**src/rtl/seq_gen.sv**
```systemverilog
// Serial bit-sequence generator: latches a pattern on start and shifts it out MSB-first,
// repeated reps times with optional idle gaps. Optional even-parity bit: SEQ_GEN_PARITY_EN.
module seq_gen #(
    parameter int PAT_W = 8,
    parameter int LEN_W = 4,
    parameter int REP_W = 4,
    parameter int GAP_W = 3
) (
    input  logic             clk,
    input  logic             rst,
    input  logic             start,
    input  logic             abort,
    input  logic [PAT_W-1:0] pattern,
    input  logic [LEN_W-1:0] len,
    input  logic [REP_W-1:0] reps,
    input  logic [GAP_W-1:0] gap,
    output logic             x,
    output logic             x_valid,
    output logic             busy,
    output logic             done
);
    localparam int IDX_W = (PAT_W > 1) ? $clog2(PAT_W) : 1;

    localparam logic [1:0] S_IDLE  = 2'd0;
    localparam logic [1:0] S_SHIFT = 2'd1;
    localparam logic [1:0] S_GAP   = 2'd2;
    localparam logic [1:0] S_DONE  = 2'd3;

    logic [1:0]       state_reg;
    logic [PAT_W-1:0] pat_reg;
    logic [IDX_W-1:0] bit_idx_reg;
    logic [IDX_W-1:0] idx_top_reg;
    logic [REP_W-1:0] rep_cnt_reg;
    logic [GAP_W-1:0] gap_len_reg;
    logic [GAP_W-1:0] gap_cnt_reg;
    logic             x_reg;
    logic             x_valid_reg;
    logic             busy_reg;
    logic             done_reg;

    logic [LEN_W-1:0] len_c;
    logic [IDX_W-1:0] first_idx;

    // Lengths beyond the pattern width are clamped to the full pattern.
    assign len_c     = (len > LEN_W'(PAT_W)) ? LEN_W'(PAT_W) : len;
    assign first_idx = IDX_W'(len_c - LEN_W'(1));

`ifdef SEQ_GEN_PARITY_EN
    logic             par_reg;
    logic             par_phase_reg;
    logic [PAT_W-1:0] masked;

    for (genvar gi = 0; gi < PAT_W; gi++) begin : g_mask
        assign masked[gi] = pattern[gi] & (len_c > LEN_W'(gi));
    end
`endif

    always_ff @(posedge clk or posedge rst) begin
        if (rst) begin
            state_reg   <= S_IDLE;
            pat_reg     <= '0;
            bit_idx_reg <= '0;
            idx_top_reg <= '0;
            rep_cnt_reg <= '0;
            gap_len_reg <= '0;
            gap_cnt_reg <= '0;
            x_reg       <= 1'b0;
            x_valid_reg <= 1'b0;
            busy_reg    <= 1'b0;
            done_reg    <= 1'b0;
`ifdef SEQ_GEN_PARITY_EN
            par_reg       <= 1'b0;
            par_phase_reg <= 1'b0;
`endif
        end else begin
            case (state_reg)
                S_IDLE: begin
                    if (start && !abort) begin
                        pat_reg     <= pattern;
                        idx_top_reg <= first_idx;
                        bit_idx_reg <= first_idx;
                        rep_cnt_reg <= reps;
                        gap_len_reg <= gap;
`ifdef SEQ_GEN_PARITY_EN
                        par_reg       <= ^masked;
                        par_phase_reg <= 1'b0;
`endif
                        if (len_c == '0 || reps == '0) begin
                            state_reg <= S_DONE;
                            done_reg  <= 1'b1;
                        end else begin
                            state_reg   <= S_SHIFT;
                            x_reg       <= pattern[first_idx];
                            x_valid_reg <= 1'b1;
                            busy_reg    <= 1'b1;
                        end
                    end
                end
                S_SHIFT: begin
                    if (abort) begin
                        state_reg   <= S_IDLE;
                        x_reg       <= 1'b0;
                        x_valid_reg <= 1'b0;
                        busy_reg    <= 1'b0;
                    end else if (bit_idx_reg != '0) begin
                        bit_idx_reg <= bit_idx_reg - IDX_W'(1);
                        x_reg       <= pat_reg[bit_idx_reg - IDX_W'(1)];
                    end
`ifdef SEQ_GEN_PARITY_EN
                    else if (!par_phase_reg) begin
                        par_phase_reg <= 1'b1;
                        x_reg         <= par_reg;
                    end
`endif
                    else begin
`ifdef SEQ_GEN_PARITY_EN
                        par_phase_reg <= 1'b0;
`endif
                        if (rep_cnt_reg > REP_W'(1)) begin
                            rep_cnt_reg <= rep_cnt_reg - REP_W'(1);
                            if (gap_len_reg != '0) begin
                                state_reg   <= S_GAP;
                                gap_cnt_reg <= gap_len_reg;
                                x_reg       <= 1'b0;
                                x_valid_reg <= 1'b0;
                            end else begin
                                // Back-to-back repetition: x_valid stays high.
                                bit_idx_reg <= idx_top_reg;
                                x_reg       <= pat_reg[idx_top_reg];
                            end
                        end else begin
                            state_reg   <= S_DONE;
                            done_reg    <= 1'b1;
                            busy_reg    <= 1'b0;
                            x_reg       <= 1'b0;
                            x_valid_reg <= 1'b0;
                        end
                    end
                end
                S_GAP: begin
                    if (abort) begin
                        state_reg   <= S_IDLE;
                        x_reg       <= 1'b0;
                        x_valid_reg <= 1'b0;
                        busy_reg    <= 1'b0;
                    end else if (gap_cnt_reg == GAP_W'(1)) begin
                        state_reg   <= S_SHIFT;
                        bit_idx_reg <= idx_top_reg;
                        x_reg       <= pat_reg[idx_top_reg];
                        x_valid_reg <= 1'b1;
                    end else begin
                        gap_cnt_reg <= gap_cnt_reg - GAP_W'(1);
                    end
                end
                default: begin
                    state_reg <= S_IDLE;
                    done_reg  <= 1'b0;
                end
            endcase
        end
    end

    assign x       = x_reg;
    assign x_valid = x_valid_reg;
    assign busy    = busy_reg;
    assign done    = done_reg;

endmodule
```
**config.mk**
```make
export PLATFORM = sky130hd
export DESIGN_NAME = seq_gen
export DESIGN_NICKNAME = d
export VERILOG_FILES = /design/src/rtl/seq_gen.sv
export SDC_FILE = /design/constraint.sdc
export NUM_CORES = 1
export LEC_CHECK = 0
export BUFFER_PORTS_ARGS = -buffer_cell sky130_fd_sc_hd__buf_2
export CAP_MARGIN = 20
export CORE_ASPECT_RATIO = 0.8
export CORE_MARGIN = 2
export CORE_UTILIZATION = 35
export DETAILED_ROUTE_END_ITERATION = 10
export HOLD_SLACK_MARGIN = 0.03
export SYNTH_ARGS = -nofsm -noshare
export SYNTH_HDL_FRONTEND = slang
export SYNTH_SLANG_ARGS = --single-unit
```
**constraint.sdc**
```tcl
create_clock -name clk -period 5.66 [get_ports clk]
set_input_delay 0.283 -clock clk [delete_from_list [all_inputs] [get_ports clk]]
set_output_delay 0.283 -clock clk [all_outputs]
set_load 0.02 [all_outputs]
```
After elaboration in Yosys (flattened, before gate mapping)
Index checks and enable logic that the tools add are counted.

Mux-type cells: 65. Equality and inequality tests: 21. $add $sub $neg: 4. Reduce and logical (&&, ||, !) cells: 20. Order comparisons: 5. Bitwise operators: 1.

Operator list (number): $mux W3 (13); $mux W1 (28); $ne A2 B2 Y1 const B (12); $mux W4 (5); $reduce_and A6 Y1 (3); $mux W2 (8); $ne A3 B3 Y1 const B (5); $reduce_and A7 Y1 (2); $lt A3 B4 Y1 const B (3); $pmux W1 S3 (4); $bmux W1 S3 (3); $pmux W3 S3 (1); $reduce_bool A3 Y1 (3); $sub A3 B1 Y3 const B (3); $logic_not A4 Y1 (2); $pmux W4 S2 (1); $reduce_and A4 Y1 (2); $pmux W2 S3 (1); $pmux W3 S2 (1); $reduce_and A5 Y1 (1); $gt A4 B1 Y1 const B (1); $gt A4 B4 Y1 const B (1); $ne A4 B4 Y1 const B (1); $reduce_bool A2 Y1 (2); other kinds (10) (10).

Output and inout port bits: 4. Input bits: 23. Bits in registers: 30.

Logic depth before layout (Yosys ltp)
Gate-level depths: netlist of run 1.

Depth after elaboration: 8. Gate-level depth with buffers: 8. Gate-level depth less buffers: 7.

Worst setup path before layout of run 1
No wires, ideal clock.

Path type: reg-to-reg. From: reg bit_idx_reg[0]. To: reg x_reg (netlist: x). Slack: 3839 ps. Arrival: 1700 ps. Clock period less this slack: 1821 ps. Stages on the path, launching flop included: 8. Cells stage by stage: dfrtp_1 -> inv_1 -> ha_1 -> mux4_2 -> mux2i_1 -> o31ai_1 -> o22ai_1 -> o21ai_1.

Word-level cells in the longest chain between the ends: 6. Elaborated cells on any way between the ends: 7. Those cells by class: 1 x add/sub; 5 x mux; 1 x reduce/logical.

RTL lines: start, declared (RTL line 31) `logic [IDX_W-1:0] bit_idx_reg;`; start signal, assigned (RTL line 81) `bit_idx_reg <= first_idx;`; start signal, assigned (RTL line 106) `bit_idx_reg <= bit_idx_reg - IDX_W'(1);`; start signal, assigned (RTL line 128) `bit_idx_reg <= idx_top_reg;`; $sub A3 B1 Y3 (RTL line 107) `x_reg <= pat_reg[bit_idx_reg - IDX_W'(1)];`; $bmux W1 S3 (RTL line 107); $mux W1 (implied by the code) (RTL line 107); $mux W1 * (RTL line 105) `end else if (bit_idx_reg != '0) begin`; $mux W1 * (RTL line 100) `if (abort) begin`; $pmux W1 S3 * (RTL line 76) `case (state_reg)`; end signal, assigned (RTL line 93) `x_reg <= pattern[first_idx];`; end signal, assigned (RTL line 107); end signal, assigned (RTL line 129) `x_reg <= pat_reg[idx_top_reg];`; end, declared (RTL line 36) `logic x_reg;`.

Mark *: on every way between the ends. The rest lies on a longest branch, timed or not. The select of a mux whose other input is x is not followed. A chain may end at the register's enable or synchronous reset.

Final worst setup path of run 1
From: reg state_reg[1]. To: reg bit_idx_reg[1].

Word-level cells in the longest chain between the ends: 3. Elaborated cells on any way between the ends: 12. Those cells by class: 8 x eq/ne; 1 x mux; 3 x reduce/logical.

RTL lines: start, declared (RTL line 29) `logic [1:0] state_reg;`; start signal, assigned (RTL line 60) `state_reg <= S_IDLE;`; start signal, assigned (RTL line 89) `state_reg <= S_DONE;`; start signal, assigned (RTL line 92) `state_reg <= S_SHIFT;`; $eq A2 B1 Y1, or another cell as far along (RTL line 76); $ne A3 B3 Y1 (no line), or another cell as far along; $reduce_and A7 Y1 (no line).

Parallel ways exist; a longest one is shown, timed or not.

==> results of run 1 <==
-- layout make-up --
| type | instances | area share (%) |
|---|---|---|
| multi-input cells | 148 | 52.6 |
| flip-flops and latches | 30 | 31.5 |
| repair buffers | 27 | 5.77 |
| well taps | 81 | 4.25 |
| clock buffers | 7 | 3.62 |
| inverters | 13 | 2.05 |
| clock inverters | 1 | 0.210 |
-- placed cells by master (no fill, tap or decap), types with 3 or more instances in the layout --
cell type | Yosys | final
dfrtp_1 | 30 | 30
a31oi_1 | 3 | 3
nand2b_1 | 6 | 6
inv_1 | 13 | 13
a21oi_1 | 9 | 9
mux2_1 | 3 | 3
o21ai_1 | 4 | 4
mux2_2 | 14 | 14
nor2b_1 | 3 | 3
buf_2 | 4 | 26
clkbuf_8 | 0 | 6
o31ai_1 | 5 | 5
o21ai_0 | 7 | 7
mux2i_1 | 8 | 8
ha_1 | 12 | 12
nand2_1 | 19 | 19
o211ai_1 | 6 | 6
mux4_2 | 6 | 6
nand3_1 | 6 | 6
nor2_1 | 5 | 5
-- per-stage QoR --
step                hold slack (ps)  std cells  instance area (um2)
floorplan                       374        199                 2100
global placement                389        299                 2290
detailed placement              389        299                 2290
CTS                            83.7        307                 2380
global route                    129        307                 2380
finish                         64.1        307                 2380
-- report_power, final --
part | total, mW | switching (mW) | internal, mW
Clock | 0.180 | 0.0817 | 0.0979
Sequential | 0.422 | 0.0971 | 0.325
Combinational | 0.734 | 0.392 | 0.341
-- kinds of logic after synthesis --
| kind of cell | count (synthesis) |
|---|---|
| AOI/OAI and AO/OA | 49 |
| buffers and inverters | 21 |
| xor gates and xnor gates | 2 |
| adders and majority gates | 12 |
| muxes | 33 |
| and+or+nand+nor | 52 |
| DFF | 30 |
-- critical path, stage by stage (launching register included) --
cell       delay, ps
dfrtp_1          410
inv_1             90
ha_1             600
inv_1            280
o2111ai_2        390
mux2_1           360
-- final timing paths --
kind / to / start / depth (start not counted) / slack (ps)
min: gap_len_reg[0]$_DFFE_PP0P_ / rst / 3 / 60
max in group asynchronous: bit_idx_reg[1]$_DFFE_PP0P_ / rst / 3 / 5320
max: bit_idx_reg[1]$_DFFE_PP0P_ / state_reg[1]$_DFFE_PP0P_ / 5 / 3400
min in group clk: gap_len_reg[2]$_DFFE_PP0P_ / gap[2] / 2 / 230
min reg2reg: busy$_DFFE_PP0P_ / busy$_DFFE_PP0P_ / 2 / 490
max reg2reg: bit_idx_reg[1]$_DFFE_PP0P_ / state_reg[1]$_DFFE_PP0P_ / 5 / 3400
-- per-layer routing --
| layer | vias to the layer above | part of all wire (%) | track usage (%) |
|---|---|---|---|
| li1 | 781 | - | - |
| met1 | 757 | 54 | 23.2 |
| met2 | 41 | 40 | 21.4 |
| met3 | 8 | 4.5 | 3.72 |
| met4 | 0 | 1.6 | 4.62 |
| met5 | - | 0 | 0 |
==> flow_metrics.py, run 1 <==
metrics = {
    "sta": {
        "fin_worst_skew_ps": 1.69,
        "fin_crit_sh_pct": 40.0,
        "finalWorstSetupSlack_ps": 3400,
        "setup_viol": 0,
        "max_freq_ghz": 0.442,
        "worst_slew_pin_slew_ps": 700,
        "drv_slew": 0,
        "period_minus_slack_ps": 2260,
        "rsz0062_at_grt": "false",
        "setup_tns_ps": 0,
        "slew_headroom_pct": 53.2,
        "finalHoldViolCount": 0,
    },
    "synth": {
        "synthAdderAreaFrac_pct": 7.16,
        "synth_simple_gate_area_share_pct": 13.0,
        "syn_nets": 234,
        "syn_inst": 199,
        "yosysMostFrequentCell": "dfrtp_1",
        "syn-mean-instance-area_um2": 10.5,
        "synth-seq-cells": 30,
        "synth-async-reset-ratio_pct": 100,
        "synth_top_family_by_area": "multiplexers",
        "syn_area_um2": 2100,
        "synth-xor-area-share_pct": 0.836,
        "synth_area_leader_cell": "dfrtp_1",
        "yosysUniqueCellTypes": 49,
        "synthFlopType": "dfrtp_1",
        "yosys_warnings": 0,
        "yosysTopAreaCellShare_pct": 35.8,
        "synth_edf_count": 0,
        "synthTopCellsByArea": "dfrtp_1, mux2_2, ha_1",
        "synth_common_cells": "dfrtp_1, nand2_1, mux2_2",
        "synth_seq_area_share_pct": 35.8,
        "synth_compound_area_share_pct": 18.0,
        "muxShareOfSynthArea_pct": 20.8,
    },
    "final_layout": {
        "multi_input_area_um2": 1250,
        "drive_gt1_share_pct": 31.0,
        "syn_to_final_growth_pct": 13.7,
        "num-fill-cells": 595,
        "nets": 260,
        "fin_util_pct": 40.7,
        "antenna_cells": 0,
        "regArea_um2": 751,
        "largest_reg_flops": 8,
    },
    "placed_design": {
        "hpwl_um": 3490,
        "io_buffers": 26,
        "gp_congestion": 0.827,
        "dp_slack_ps": 3400,
    },
    "power": {
        "finalPower_mw": 1.34,
        "power.density_nw_per_um2": 560,
        "peakVddDrop_mv": 0.173,
        "p_leak_nw": 1.02,
    },
    "grt": {
        "grtUsageTotal_pct": 15.3,
        "grt_first_pass_wirelength_um": 7930,
        "antenna_found_initial": 0,
        "overflow": 0,
        "grt_max_degree": 31,
        "grt_pass1_vias": 1568,
    },
    "floorplanning": {
        "die_w_um": 90.5,
        "core_area_um2": 5850,
        "die_area_um2": 6630,
        "die_h_um": 73.2,
        "initial_core_util_pct": 35.8,
        "placementRows": 25,
        "io_pins": 27,
    },
    "worst_setup_path": {
        "worstSetupPathType": "reg -> reg",
        "arrival_ps": 2430,
        "path_max_fanout": 18,
        "cp.required_ps": 5820,
        "endpoint_kind": "register",
        "cp-start-kind": "register",
    },
    "detailed_routing": {
        "vias": 1587,
        "ant_nets": 0,
        "totalWireLength_um": 4570,
        "wire_per_inst_um": 14.9,
        "drtIter0Drc": 110,
        "drtPass1Iterations": 4,
        "drc_errors": 0,
        "vias_per_cell": 5.17,
    },
    "clock_tree": {
        "root_buffer": "clkbuf_8",
        "cts_resized": 0,
        "cts_made_buffers": 5,
        "clk_latency_ps": 280,
        "cts_max_level": 2,
        "holdBufCountCts": 0,
        "cts_tree": "done",
        "ctsLongestPathBuffers": 2,
        "cts_sinks": 30,
        "clk_pin_slew_worst_paths_ps": 60,
        "cts_post_setup_buffers_inserted": 0,
    },
    "flow_run": {
        "drv_cap": 0,
    },
    "outcome": {
        "outcome": "completed",
    },
    "min_path": {
        "hold_path_class": "in -> async",
    },
}
Note: power is estimated with default switching activity, not from simulation.
==> run 2: changes to the inputs <==
==> constraint.sdc (replaced) <==
create_clock -name clk -period 2.4 [get_ports clk]
set_input_delay 0.12 -clock clk [delete_from_list [all_inputs] [get_ports clk]]
set_output_delay 0.12 -clock clk [all_outputs]
set_load 0.02 [all_outputs]
==> flow_metrics.py, run 2 (synthesis results as in run 1) <==
metrics = {
    "outcome": {
        "outcome": "completed",
    },
    "clock_tree": {
        "root_buffer": "clkbuf_8",
        "cts_resized": 0,
        "cts_max_level": 2,
        "cts_made_buffers": 5,
        "holdBufCountCts": 1,
        "cts_tree": "done",
        "cts_sinks": 30,
        "clk_pin_slew_worst_paths_ps": 70,
        "cts_post_setup_buffers_inserted": 0,
        "clk_latency_ps": 290,
        "ctsLongestPathBuffers": 2,
    },
    "detailed_routing": {
        "vias": 1625,
        "ant_nets": 0,
        "drtIter0Drc": 123,
        "wire_per_inst_um": 15.1,
        "drtPass1Iterations": 4,
        "totalWireLength_um": 4740,
        "drc_errors": 0,
        "vias_per_cell": 5.19,
    },
    "final_layout": {
        "nets": 266,
        "drive_gt1_share_pct": 32.3,
        "layout_common_cells": "dfrtp_1, buf_2, nand2_1, mux2_2, inv_1",
        "num-fill-cells": 574,
        "syn_to_final_growth_pct": 16.0,
        "final_common_cell": "dfrtp_1",
        "largest_reg_flops": 8,
        "antenna_cells": 0,
    },
    "floorplanning": {
        "die_w_um": 90.5,
        "initial_core_util_pct": 35.8,
        "placementRows": 25,
        "die_area_um2": 6630,
        "io_pins": 27,
        "core_area_um2": 5850,
        "die_h_um": 73.2,
    },
    "worst_setup_path": {
        "path_max_fanout": 5,
        "cp.required_ps": 2570,
        "worstSetupPathType": "reg -> reg",
        "endpoint_kind": "register",
        "reg2reg_depth": 7,
        "reg2reg_to": "x$_DFFE_PP0P_",
        "r2r-start": "bit_idx_reg[0]$_DFFE_PP0P_",
        "arrival_ps": 2190,
        "reg2reg_slack_ps": 380,
        "cp-start-kind": "register",
    },
    "sta": {
        "worst_slew_pin_slew_ps": 641,
        "setup_tns_ps": 0,
        "fin_crit_sh_pct": 84.3,
        "max_freq_ghz": 0.494,
        "slew_headroom_pct": 57.2,
        "setup_viol": 0,
        "fin_worst_skew_ps": 10.1,
        "drv_slew": 0,
        "rsz0062_at_grt": "false",
        "period_minus_slack_ps": 2020,
        "finalHoldViolCount": 0,
    },
    "grt": {
        "grt_pass1_vias": 1534,
        "overflow": 0,
        "grt_max_degree": 17,
        "antenna_found_initial": 0,
        "grtUsageTotal_pct": 15.4,
        "grt_first_pass_wirelength_um": 7820,
    },
    "power": {
        "power.density_nw_per_um2": 1310,
        "finalPower_mw": 3.19,
        "peakVddDrop_mv": 0.400,
        "p_leak_nw": 1.04,
    },
    "placed_design": {
        "gp_congestion": 0.822,
        "hpwl_um": 3630,
        "io_buffers": 26,
    },
    "min_path": {
        "hold_path_class": "in -> reg",
        "holdPathEnd": "gap_len_reg[2]$_DFFE_PP0P_",
        "hold_start": "gap[2]",
        "hold_path_depth": 2,
    },
    "flow_run": {
        "drv_cap": 0,
    },
}
## run 2: worst max-delay path, stage by stage (launching register included)
cell and delay (ps):
dfrtp_1 430, inv_1 80, ha_1 350, mux4_2 510, mux2i_1 160, o31ai_1 90
o22ai_1 210, o21ai_1 80
## run 2: report_power, final
part / internal, mW / total [mW] / switching, mW / leakage [nW]
clock network: 0.231 / 0.431 / 0.200 / 0.0482
logic: 0.846 / 1.76 / 0.911 / 0.642
registers: 0.767 / 1.00 / 0.234 / 0.354
## run 2: metal layers
layer	GRT usage, %	routed length (um)	vias up
met5	0	0	-
met4	5.64	70	0
met3	3.62	177	9
met2	21.4	1940	32
met1	23.1	2550	794
li1	-	-	790
## run 2: how the worst max path moves through the flow
| stage | from | to | slack [ps] | cells after the start |
|---|---|---|---|---|
| after global routing | bit_idx_reg[0]$_DFFE_PP0P_ | gap_cnt_reg[2]$_DFFE_PP0P_ | 180 | 7 |
| final | bit_idx_reg[0]$_DFFE_PP0P_ | x$_DFFE_PP0P_ | 380 | 7 |
| after global placement | bit_idx_reg[0]$_DFFE_PP0P_ | x$_DFFE_PP0P_ | 370 | 7 |
| after floorplan | bit_idx_reg[0]$_DFFE_PP0P_ | x$_DFFE_PP0P_ | 580 | 7 |
| after CTS | bit_idx_reg[0]$_DFFE_PP0P_ | x$_DFFE_PP0P_ | 360 | 7 |
| after detailed placement | bit_idx_reg[0]$_DFFE_PP0P_ | x$_DFFE_PP0P_ | 370 | 7 |
## run 2: through the flow
| step | setup slack (ps) | util [%] | cell area (um2) | std cells | hold WS, ps |
|---|---|---|---|---|---|
| 5_1_grt | 179 | 41.6 | 2430 | 313 | 49.3 |
| 3_3_place_gp | 366 | 39.8 | 2330 | 304 | 234 |
| 6_report | 376 | 41.6 | 2430 | 313 | 56.2 |
| 3_5_place_dp | 371 | 39.8 | 2330 | 304 | 243 |
| 4_1_cts | 361 | 41.6 | 2430 | 313 | 56.2 |
| 2_1_floorplan | 579 | - | 2100 | 199 | 211 |
## run 2: layout make-up
cell class	count	area, um2	share of cell area (%)
clock inverters	1	5.00	0.206
multi-input cells	148	1250	51.6
inverters	13	48.8	2.01
clock buffers	7	86.3	3.55
repair buffers	33	185	7.62
well taps	81	101	4.17
flip-flops and latches	30	751	30.9
